File: src/rtl/instr_control_fsm.sv
// Instruction register, decoder and control FSM for the datapath.
// Captures a 16-bit instruction on load (only while idle), then sequences
// the register-fetch / ALU / status / writeback strobes for a small ISA
// subset: MOV imm, MOV reg, MVN, ADD, CMP, AND. Other encodings are
// decoded and dropped without touching the datapath.
module instr_control_fsm #(
    parameter logic [15:0] IR_RESET = 16'h0000
) (
    input  logic        clk,
    input  logic        reset,
    input  logic [15:0] in,
    input  logic        load,
    input  logic        s,
    output logic        w,
    output logic [2:0]  readnum,
    output logic [2:0]  writenum,
    output logic        write,
    output logic [1:0]  vsel,
    output logic        loada,
    output logic        loadb,
    output logic [1:0]  shift,
    output logic        asel,
    output logic        bsel,
    output logic [1:0]  ALUop,
    output logic        loadc,
    output logic        loads,
    output logic [15:0] sximm8,
    output logic [15:0] sximm5
);

    localparam logic [2:0] S_WAIT      = 3'd0;
    localparam logic [2:0] S_DECODE    = 3'd1;
    localparam logic [2:0] S_WRITE_IMM = 3'd2;
    localparam logic [2:0] S_GET_A     = 3'd3;
    localparam logic [2:0] S_GET_B     = 3'd4;
    localparam logic [2:0] S_COMPUTE   = 3'd5;
    localparam logic [2:0] S_WRITE_REG = 3'd6;

    // {opcode, op} encodings of the supported instructions
    localparam logic [4:0] I_MOV_IMM = 5'b110_10;
    localparam logic [4:0] I_MOV_REG = 5'b110_00;
    localparam logic [4:0] I_MVN     = 5'b101_11;
    localparam logic [4:0] I_ADD     = 5'b101_00;
    localparam logic [4:0] I_CMP     = 5'b101_01;
    localparam logic [4:0] I_AND     = 5'b101_10;

    logic [2:0]  state_q, state_d;
    logic [15:0] ir_q, ir_d;

    logic [4:0] opc_op;
    logic [1:0] op;
    logic [2:0] rn, rd, rm;
    logic [1:0] sh;
    logic       is_movreg, is_mvn, is_cmp;

    assign opc_op    = ir_q[15:11];
    assign op        = ir_q[12:11];
    assign rn        = ir_q[10:8];
    assign rd        = ir_q[7:5];
    assign sh        = ir_q[4:3];
    assign rm        = ir_q[2:0];
    assign is_movreg = (opc_op == I_MOV_REG);
    assign is_mvn    = (opc_op == I_MVN);
    assign is_cmp    = (opc_op == I_CMP);

    assign sximm8 = {{8{ir_q[7]}}, ir_q[7:0]};
    assign sximm5 = {{11{ir_q[4]}}, ir_q[4:0]};

    // IR captures only while idle, so load during execution cannot corrupt the decode
    always_comb begin
        ir_d = ir_q;
        if (state_q == S_WAIT && load) begin
            ir_d = in;
        end
    end

    // Next-state logic; s is only looked at in WAIT, so it is never queued
    always_comb begin
        state_d = state_q;
        case (state_q)
            S_WAIT: begin
                if (s) state_d = S_DECODE;
            end
            S_DECODE: begin
                case (opc_op)
                    I_MOV_IMM:                 state_d = S_WRITE_IMM;
                    I_MOV_REG, I_MVN:          state_d = S_GET_B;
                    I_ADD, I_CMP, I_AND:       state_d = S_GET_A;
                    default:                   state_d = S_WAIT;
                endcase
            end
            S_WRITE_IMM: state_d = S_WAIT;
            S_GET_A:     state_d = S_GET_B;
            S_GET_B:     state_d = S_COMPUTE;
            S_COMPUTE:   state_d = is_cmp ? S_WAIT : S_WRITE_REG;
            S_WRITE_REG: state_d = S_WAIT;
            default:     state_d = S_WAIT;
        endcase
    end

    // State and instruction registers; reset abandons any instruction in flight
    always_ff @(posedge clk or posedge reset) begin
        if (reset) begin
            state_q <= S_WAIT;
            ir_q    <= IR_RESET;
        end else begin
            state_q <= state_d;
            ir_q    <= ir_d;
        end
    end

    // Moore outputs decoded from the current state and the latched instruction
    always_comb begin
        w        = 1'b0;
        readnum  = 3'b000;
        writenum = 3'b000;
        write    = 1'b0;
        vsel     = 2'b00;
        loada    = 1'b0;
        loadb    = 1'b0;
        shift    = 2'b00;
        asel     = 1'b0;
        bsel     = 1'b0;
        ALUop    = 2'b00;
        loadc    = 1'b0;
        loads    = 1'b0;
        case (state_q)
            S_WAIT: begin
                w = 1'b1;
            end
            S_WRITE_IMM: begin
                write    = 1'b1;
                vsel     = 2'b10;
                writenum = rn;
            end
            S_GET_A: begin
                loada   = 1'b1;
                readnum = rn;
            end
            S_GET_B: begin
                loadb   = 1'b1;
                readnum = rm;
                shift   = sh;
            end
            S_COMPUTE: begin
                shift = sh;
                asel  = is_movreg | is_mvn;
                ALUop = is_movreg ? 2'b00 : op;
                loads = is_cmp;
                loadc = ~is_cmp;
            end
            S_WRITE_REG: begin
                write    = 1'b1;
                vsel     = 2'b00;
                writenum = rd;
            end
            default: begin
            end
        endcase
    end

endmodule

File: config.mk
export PLATFORM = sky130hd
export DESIGN_NAME = instr_control_fsm
export DESIGN_NICKNAME = d
export VERILOG_FILES = /design/src/rtl/instr_control_fsm.sv
export SDC_FILE = /design/constraint.sdc
export NUM_CORES = 1
export LEC_CHECK = 0
export ABC_CLOCK_PERIOD_IN_PS = 1600
export CAP_MARGIN = 5
export CORE_AREA = 2 2 70 72
export CTS_BUF_LIST = sky130_fd_sc_hd__clkbuf_8 sky130_fd_sc_hd__clkbuf_16
export DETAILED_ROUTE_END_ITERATION = 12
export DIE_AREA = 0 0 72 74
export PLACE_DENSITY = 0.61
export SYNTH_ARGS = -nofsm -noshare
export SYNTH_HDL_FRONTEND = slang
export SYNTH_SLANG_ARGS = --single-unit
File: constraint.sdc
create_clock -name clk -period 1.6 [get_ports clk]
set_input_delay 0.32 -clock clk [delete_from_list [all_inputs] [get_ports clk]]
set_output_delay 0.32 -clock clk [all_outputs]
set_load 0.005 [all_outputs]
After elaboration in Yosys (flattened, before gate mapping)
Cells that the tools add are included.

storage, ports and cells
  flip-flop bits (word level) = 19
  bits in latches = 0
  memory bits (writable) = 0
  ROM bits = 0
  bits of input ports = 20
  logic and storage cells = 40
  memories = 0

cells by class
  add/sub/neg operators = 0
  $mul = 0
  divide/modulo/power cells = 0
  $lt $le $gt $ge = 0
  equality and inequality tests = 13
  shift-type cells = 0
  muxes and demuxes = 17
  bitwise operators = 2
  reduce and logical (&&, ||, !) cells = 6

operators by type and width
  cell                                                             number
  5-bit == test, second input constant                             6
  3-bit case mux with 5 select lines                               1
  3-bit case mux with 2 select lines                               2
  3-bit == test, second input constant                             3
  3-bit case mux with 3 select lines                               1
  2-bit two-way mux                                                4
  1-bit two-way mux                                                7
  3-bit by 2-bit == test with 1-bit output, second input constant  2
  3-bit two-way mux                                                2
  2-bit OR reduction                                               3
  3-bit by 1-bit == test with 1-bit output, second input constant  1
  3-bit logical NOT                                                1
  3-bit OR reduction                                               1
  2-bit inequality test, second input constant                     1
  1-bit logical AND                                                1
  1-bit NOT                                                        1
  1-bit OR                                                         1

Depth between registers and ports, before layout
  depth in word-level cells = 4
  depth in mapped cells = 6
  gate-level depth less buffers = 3

Worst setup path before layout
OpenSTA, ideal clock, no wires.

  path kind = reg2reg
  start point = reg state_q[1]
  end point = reg ir_q[0]
  setup time = 125 ps
  arrival time = 1349 ps
  data required time = 1475 ps
  setup slack = 126 ps
  cell stages (with the launch flop) = 7
  period minus slack after synthesis = 1474 ps
  cell sequence = dfrtp_1 -> buf_6 -> nor3_4 -> and2_4 -> buf_8 -> buf_12 -> mux2_4

between the ends
  cells in the longest elaborated chain, start to end = 2

RTL lines
  item                    line  RTL
  from (decl)             47    logic [2:0] state_q, state_d;
  from (signal assigned)  107   state_q <= state_d;
  3-bit logical NOT       72    if (state_q == S_WAIT && load) begin
  1-bit logical AND       72
  to (signal assigned)    108   ir_q <= ir_d;
  to (decl)               48    logic [15:0] ir_q, ir_d;

Every way passes these cells.
A chain may end at the register's enable or synchronous reset.

Final worst setup path
  start point = reg state_q[0]
  end point = out loada

between the ends
  cells in the longest elaborated chain, start to end = 2

RTL lines
  item                                      line  RTL
  3-bit by 2-bit == test with 1-bit output  127   case (state_q)
  1-bit two-way mux                         127
  to (decl)                                 19    output logic loada,

Every way passes these cells.

==> flow_summary.json <==
{
  "status": "complete, but fails checks",
  "cap_viol_max_count": 0,
  "path_class": "reg -> out",
  "htree_levels": 1,
  "finalCriticalPeriod_ns": 1.782,
  "dieArea_um2": 5328,
  "ys.flop_type": "dfrtp_1",
  "wl_um": 3333,
  "cpLargestDelayFamily": "buffers and inverters",
  "synth-warning-count": 0,
  "violations": "negative setup slack",
  "cp-start-kind": "flop",
  "syn_area_per_cell_um2": 10.69,
  "leakagePower_nw": 1.078,
  "hold_path_class": "in -> async",
  "yosysMostFrequentCell": "buf_4",
  "globalplace.congestion": 0.7903,
  "required_ns": 1.28,
  "grt_pass1_wl_um": 5037,
  "synth-edff-count": 0,
  "max-clock-path-buffers": 2,
  "wl_per_cell_um": 13.12,
  "drt_first_pass_iters": 4,
  "final_cell_area_um2": 2251,
  "hold_viol": 0,
  "antenna_found_initial": 0,
  "yosysTopAreaCell": "dfrtp_1",
  "pre_cts_ws_ns": -0.2773,
  "die_w_um": 72,
  "final.setup.worst_slack_ns": -0.1822,
  "cts_buffers": 3,
  "dpl.hpwl_um": 2391,
  "cts_tree": "built",
  "max_stage_delay_ns": 0.49,
  "ir_drop_mv": 0.4823,
  "power_density_nw_per_um2": 1863,
  "grt_overflow": 0,
  "port_buffers": 69,
  "timing.hold.ws_ns": 0.4016,
  "drtAntennaViolNets": 0,
  "ioPinCount": 72,
  "final_util": 0.4895,
  "drc_errors": 0,
  "fmax_ghz": 0.5611,
  "crit_path_cell_trace": "nand2_1, nor2_4, buf_4, clkdlybuf4s50_1",
  "drtIter0Drc": 55,
  "cp_max_fo": 3,
  "drive_gt1_frac": 0.5050,
  "clock_latency_ns": 0.25,
  "end_kind": "output pin",
  "synth-async-reset-ratio": 1.000,
  "vias": 1107,
  "synthCells": 125,
  "ys_types": 31,
  "syn_area_um2": 1336,
  "synth.area.top_cells": "dfrtp_1 36%, buf_4 20%, mux2_4 11%",
  "cts.sinks": 19,
  "vias_per_cell": 4.358,
  "tns_ns": -1.914,
  "start_util": 0.2906,
  "total_power_mw": 4.192,
  "nNetsFinal": 221,
  "syn_to_final_growth_pct": 68.45,
  "hold_buffers": 0,
  "crit_slowest_cell": "clkdlybuf4s50_1",
  "setup_violations": 30,
  "die-height_um": 74,
  "critPathBufInv": 2,
  "yosys-top-cells-count": "35 x buf_4, 19 x dfrtp_1, 10 x mux2_4",
  "synth-seq-cells": 19,
  "core_area_um2": 4598,
  "grt_pass1_vias": 1024,
  "cts_root_buffer": "clkbuf_8",
  "rsz0062_at_grt": "yes",
  "rows": 25,
  "dp.cells": 230,
  "cts.clk_slew.worst_paths_ns": 0.07,
  "synth_top_area_frac": 0.3558,
  "yosysSeqAreaShare": 0.3558,
  "num_antenna_cells": 0,
  "grt_max_degree": 20,
  "post-route-period-util": 1.114,
  "slew_viol_final": 0,
  "skew_ns": 0.002117,
  "dpl_cell_area_um2": 1933,
  "gr-usage-all-layers": 0.1194,
  "instances_no_fill": 254,
  "critPathArrivalTime_ns": 1.46
}
## cell usage in the layout, fill, tap and decap left out, types with 4 or more instances in the layout
cell | Yosys | layout
clkdlybuf4s50_1 | 0 | 38
buf_6 | 2 | 16
buf_2 | 2 | 12
dfrtp_1 | 19 | 16
nor2_2 | 0 | 5
nand2_1 | 5 | 4
dlygate4sd2_1 | 0 | 12
mux2_4 | 10 | 16
buf_4 | 35 | 26
## worst min-delay path: stages
cell and delay (ns):
clkdlybuf4s50_1 0.41, inv_1 0.05, buf_4 0.25
## routing by layer
metal	share of wire	vias to the layer above	GRT usage
li1	-	534	-
met1	0.42	547	0.1575
met2	0.54	24	0.2119
met3	0.025	2	0.01491
met4	0.0063	0	0.02516
met5	0	-	0
## report_power, final
group	internal [mW]	total, mW	switching, mW
registers	0.728	0.980	0.252
logic	1.94	2.88	0.943
clock network	0.173	0.332	0.159
## final cells by class
type,instances,area [µm²]
clock buffer,3,41.29
clock inverter,1,5.005
fill,412,2347
inverter,2,7.507
multi-input combinational,64,624.3
sequential,19,479.2
tap,54,67.56
timing repair buffer,111,1026
## cells by family after synthesis
kind of cell	synth area share
DFF	0.3558
and+or+nand+nor	0.1442
muxes	0.1854
buffers and inverters	0.2528
AOI/OAI and AO/OA	0.05244
other	0.002806
xor gates and xnor gates	0.006556
## registers in the layout, summed over array words and instances (netlist names)
register / cells
ir_q: 16
state_q: 3
## what timing repair did
item / CTS / global route
setup endpoints to repair: 39 / 43
pin swaps: 10 / 7
setup buffers: 17 / 4
hold endpoints to repair: 0 / 0
resized for setup: 120 / 12
gates cloned: 2 / 0
## path summary, 6_finish.rpt
kind / startpoint / to / slack [ns] / depth (start not counted)
worst min-delay path: reset / ir_q[0]$_DFFE_PP0P_ / 0.40 / 3
max in group asynchronous: reset / state_q[2]$_DFFE_PP0P_ / 0.98 / 3
worst min register to register: ir_q[8]$_DFFE_PP0P_ / ir_q[8]$_DFFE_PP0P_ / 0.55 / 1
worst max register to register: state_q[2]$_DFFE_PP0P_ / ir_q[13]$_DFFE_PP0P_ / -0.11 / 7
worst max-delay path: state_q[0]$_DFFE_PP0P_ / loada / -0.18 / 4
min in group clk: ir_q[8]$_DFFE_PP0P_ / ir_q[8]$_DFFE_PP0P_ / 0.55 / 1
Note: power is estimated with default switching activity, not from simulation.
==> edit 1: new RTL, same settings <==
Register the output `sximm5`, cleared by the reset; this adds one clock of latency there. The other outputs are not delayed to match.
--- a/src/rtl/instr_control_fsm.sv
+++ b/src/rtl/instr_control_fsm.sv
@@ -64,7 +64,13 @@
     assign is_cmp    = (opc_op == I_CMP);
 
     assign sximm8 = {{8{ir_q[7]}}, ir_q[7:0]};
-    assign sximm5 = {{11{ir_q[4]}}, ir_q[4:0]};
+    always_ff @(posedge clk or posedge reset) begin
+        if (reset) begin
+            sximm5 <= '0;
+        end else begin
+            sximm5 <= {{11{ir_q[4]}}, ir_q[4:0]};
+        end
+    end
 
     // IR captures only while idle, so load during execution cannot corrupt the decode
     always_comb begin
Check against the original RTL: not equivalent (a bounded check fails within 4 cycles, from zero or initial values and one cycle with reset high).
==> edit 1 against the original RTL <==
- sequential cell count is 5 higher
- critical path depth is 1 higher
- routed wire length grew 17%
- cell area increased by 12%
- area after synthesis is 6.4% higher
- worst setup slack better by 0.013 ns
- global-route usage up 1.7 points
- synthesized cell count unchanged
- largest cell class unchanged
- via count grew 6.5%
- power up 19%
- the flow still finishes with violations (setup timing)
==> edit 1: results (changes against the original RTL) <==
[metrics] met2 Use GR: 25.21% (+4.0 points)
[metrics] met2 wire length: 2.085 mm (+15%)
[metrics] final setup violation count: 31 (+3.3%)
[metrics] total detailed-routing wirelength: 3.900 mm (+17%)
[metrics] Post-Route Skew: 0.007692 ns (+0.005576 ns)
[metrics] setup repair bufs after CTS: 26 (+9)
[metrics] parity-gate share of the synthesized area counting xor and xnor cells: 0% (-0.66 points)
[metrics] power share of the sequential group: 24.1% (+0.7 points)
[metrics] ratio of cells with drive above 1 in the final layout: 54.98% (+4.5 points)
[metrics] Filler cells: 367 (-11%)
[metrics] worst reg-to-reg path cell count: 6 (-1)
[metrics] total routed wire length on the met1 layer: 1.573 mm (+11%)
[metrics] Hold WS: 0.4029 ns (+0.001243 ns)
[metrics] run status: finished with violations
[metrics] NumNets Final: 232 (+5.0%)
[metrics] vias per std cell: 4.449 (+2.1%)
[metrics] worst vdd ir: 0.0009559 V (+98%)
[metrics] global routing met3 resource utilization: 2.981% (+1.5 points)
[metrics] router iterations before antenna repair: 3 (-1)
[metrics] sequential-to-total area share from yosys stat: 42.25% (+6.7 points)
[metrics] most area-consuming cells after synthesis: dfrtp_1 42%, buf_4 15%, mux2_4 11%
[metrics] amount of wire on met3 after detailed routing: 200 um (+140%)
[metrics] total routing resource utilization after global routing: 13.68% (+1.7 points)
[metrics] global routing met1 resource utilization: 15.87% (+0.12 points)
[metrics] switching power: 1615 uW (+19%)
[metrics] Leak Pwr: 0.001322 uW (+23%)
[metrics] most frequent cells after synthesis: 29 x buf_4, 24 x dfrtp_1, 10 x mux2_4
[metrics] final worst slack: -0.1692 ns (+0.01296 ns)
[metrics] largest fanout on the critical path: 4 (+1)
[metrics] placed inst area: 2029 um^2 (+5.0%)
[metrics] post-DP HPWL: 2.294 mm (-4.1%)
[metrics] number of library cell types mapped by synthesis: 36 (+16%)
[metrics] largest net degree at the start of global routing: 25 (+25%)
[metrics] mux cell area share after synthesis: 18.22% (-0.32 points)
[metrics] Critical Path End: readnum[2]
[metrics] global placement routability congestion: 0.7214 (-8.7%)
[metrics] first-iteration detailed-routing DRC count: 14 (-75%)
[metrics] power density over cell area: 1967 nW/um^2 (+5.6%)
[metrics] setup total negative slack: -2.525 ns (-0.6114 ns)
[metrics] biggest registers after layout: ir_q: 16 flops, sximm5: 5 flops, state_q: 3 flops
[metrics] vias in the first global route: 1201 (+17%)
[metrics] first-pass GRT wire length: 5.561 mm (+10%)
[metrics] violated checks: setup timing
-- edit 1: changes by cell type in the layout (fill, tap and decap cells not counted), sizes merged, moves of 2 or more --
cell / before / now
buf: 58 / 64
nor3: 4 / 2
dlymetal6s2s: 2 / 18
dfrtp: 19 / 24
clkdlybuf4s50: 38 / 30
clkbuf: 4 / 6
dlygate4sd2: 12 / 3
-- edit 1: stage by stage --
step                      setup slack, ns  instances
final                             -0.1692        265
after floorplan                    0.1090        126
after global placement            -0.1092        230
after detailed placement          -0.1489        230
after CTS                         -0.1887        259
after global routing              -0.2170        265
-- edit 1: area by class of cell --
class	instances	area, um^2	share of cell area (%)
Multi-Input combinational cell	63	658.1	26.00
Tap cell	54	67.56	2.669
Sequential cell	24	604.3	23.88
Timing Repair Buffer	117	1135	44.83
Clock buffer	4	55.05	2.175
Inverter	3	11.26	0.4449
-- edit 1: critical path, cell delays in order (launching register included) --
cell and delay (ns):
dfrtp_2 0.44, nor3b_2 0.16, buf_4 0.15, buf_6 0.10, a22o_1 0.20, buf_2 0.13
==> edit 2: new RTL, config.mk and constraints unchanged <==
Made on the original files. Reset style: synchronous (`reset`), changed in one clocked block.
--- a/src/rtl/instr_control_fsm.sv
+++ b/src/rtl/instr_control_fsm.sv
@@ -99,7 +99,7 @@
     end
 
     // State and instruction registers; reset abandons any instruction in flight
-    always_ff @(posedge clk or posedge reset) begin
+    always_ff @(posedge clk) begin
         if (reset) begin
             state_q <= S_WAIT;
             ir_q    <= IR_RESET;
Function: differs if reset is asserted again (counterexample within 4 cycles, from zero or initial values and one cycle with reset high); with reset held inactive, the same outputs for 10 cycles.
==> edit 2 against the original RTL <==
- the flow still finishes with violations (setup timing)
- cell area fell by 2.9%
- sequential share of layout area fell by 2.8 points
- sequential cell count unchanged
- worst setup slack better by 0.060 ns
- area after synthesis is 8.4% lower
- routed wire length increased by 13%
- largest cell class unchanged
- highest routed layer unchanged
Power is left out: it rests on default switching activity, and per cell area and clock period it moved more than threefold.
==> edit 2: results (changes against the original RTL) <==
[metrics] run status: finished with violations
[metrics] violated checks: setup timing
[metrics] router iterations before antenna repair: 4 (unchanged)
[metrics] Skew-Pair Late Insertion Delay: 0.25 ns (about the same)
[metrics] count of yosys warnings during synthesis: 0 (unchanged)
[metrics] most frequent cells after synthesis: 34 x buf_4, 33 x nand2_1, 19 x dfxtp_1
[metrics] clock root buffer master: clkbuf_8
[metrics] most area-consuming cells after synthesis: dfxtp_1 31%, buf_4 21%, nand2_1 10%
[metrics] Post-Route Skew: 0.002461 ns (+0.0003441 ns)
[metrics] largest fanout on the critical path: 3 (unchanged)
[metrics] Filler cells: 453 (+10%)
[metrics] post-DP HPWL: 2.464 mm (+3.1%)
[metrics] NumNets Final: 256 (+16%)
[metrics] final worst slack: -0.1222 ns (+0.06001 ns)
[metrics] final core utilization: 47.54% (-1.4 points)
[metrics] compound-cell area share of the yosys netlist: 13.91% (+8.7 points)
[metrics] post-synthesis adder-cell area fraction: 0% (unchanged)
[metrics] maximum number of buffers from clock root to sink: 2 (unchanged)
[metrics] post-CTS clock slew at the launch and capture registers of the worst setup and hold paths: approximately 0.08 ns
[metrics] biggest registers after layout: ir_q: 16 flops, state_q: 3 flops
[metrics] maximum level of the CTS H-tree: 1 (unchanged)
[metrics] ratio of cells with drive above 1 in the final layout: 37.87% (-13 points)
[metrics] total routing resource utilization after global routing: 13.25% (+1.3 points)
[metrics] largest net degree at the start of global routing: 17 (-15%)
[metrics] number of diodes added for antenna fixing: 0 (unchanged)
[metrics] first-iteration detailed-routing DRC count: 19 (-65%)
[metrics] vias in the first global route: 1273 (+24%)
[metrics] parity-gate share of the synthesized area counting xor and xnor cells: 0% (-0.66 points)
[metrics] clock buffer count from CTS: 3 (unchanged)
[metrics] most used flip-flop cell after synthesis: dfxtp_1
[metrics] number of buffer cells added on primary ports: 69 (unchanged)
[metrics] mux cell area share after synthesis: 2.454% (-16 points)
[metrics] number of library cell types mapped by synthesis: 30 (-3.2%)
[metrics] global placement routability congestion: 0.7223 (-8.6%)
[metrics] share of flip-flops with an asynchronous set or reset after synthesis: 0% (-100 points)
[metrics] first-pass GRT wire length: 5.651 mm (+12%)
[metrics] sequential-to-total area share from yosys stat: 31.08% (-4.5 points)
[metrics] antenna violations before repair: 0 (unchanged)
[metrics] average routed wire per standard cell: 13.03 um (-0.67%)
[metrics] worst min-delay path category: reg2reg
[metrics] final setup violation count: 7 (-77%)
[metrics] placed inst area: 1868 um^2 (-3.4%)
[metrics] vias per std cell: 4.512 (+3.5%)
[metrics] worst setup slack after placement: -0.1747 ns (+0.1026 ns)
## edit 2: what timing repair did
item | CTS | global route
setup endpoints to repair | 31 | 52
gates cloned | 0 | 1
pin swaps | 7 | 4
resized for setup | 88 | 28
buffers inserted | 17 | 4
## edit 2: area by class of cell
type                    instances  area share, %
flip-flops and latches         19          18.49
repair buffers                113          46.82
inverters                       1         0.1717
clock inverters                 1         0.2290
multi-input cells              98          29.31
clock buffers                   3          1.889
well taps                      54          3.091
## edit 2: worst max-delay path, stage by stage (launching register included)
cell and delay (ns):
dfxtp_2 0.33, buf_6 0.11, nor2b_4 0.12, and2_4 0.16, buf_4 0.13, buf_6 0.10
buf_6 0.10, buf_6 0.10
## edit 2: cell families (layout without fill, tap and decap cells)
kind of cell | count (synthesis) | after routing
compound gates | 28 | 28
buf+inv | 43 | 118
flops | 19 | 19
mux | 3 | 3
other cells | 1 | 2
simple gates | 65 | 65
## edit 2: worst paths after layout
kind	startpoint	end	slack (ns)	depth (start not counted)
worst min register to register	ir_q[5]	ir_q[5]	0.49	2
worst max-delay path	state_q[0]	loada	-0.12	7
worst min-delay path	ir_q[5]	ir_q[5]	0.49	2
worst max register to register	state_q[2]	ir_q[8]	0.03	6
## edit 2: routing by layer
metal	track usage, %	wire length, um	part of all wire (%)	vias to the layer above
li1	-	-	-	645
met1	16.47	1657	44	611
met2	23.05	1851	49	42
met3	2.033	180	4.8	6
met4	5.451	78	2.1	0
met5	0	0	0	-
## edit 2: metrics by stage
| step | cells | hold WS (ns) | setup TNS [ns] |
|---|---|---|---|
| global placement | 265 | 0.4676 | -2.960 |
| finish | 289 | 0.4888 | -0.4807 |
| detailed placement | 265 | 0.4791 | -3.167 |
| CTS | 285 | 0.4902 | -0.4102 |
| global route | 289 | 0.5134 | -0.8654 |
| floorplan | 160 | 0.4489 | 0 |
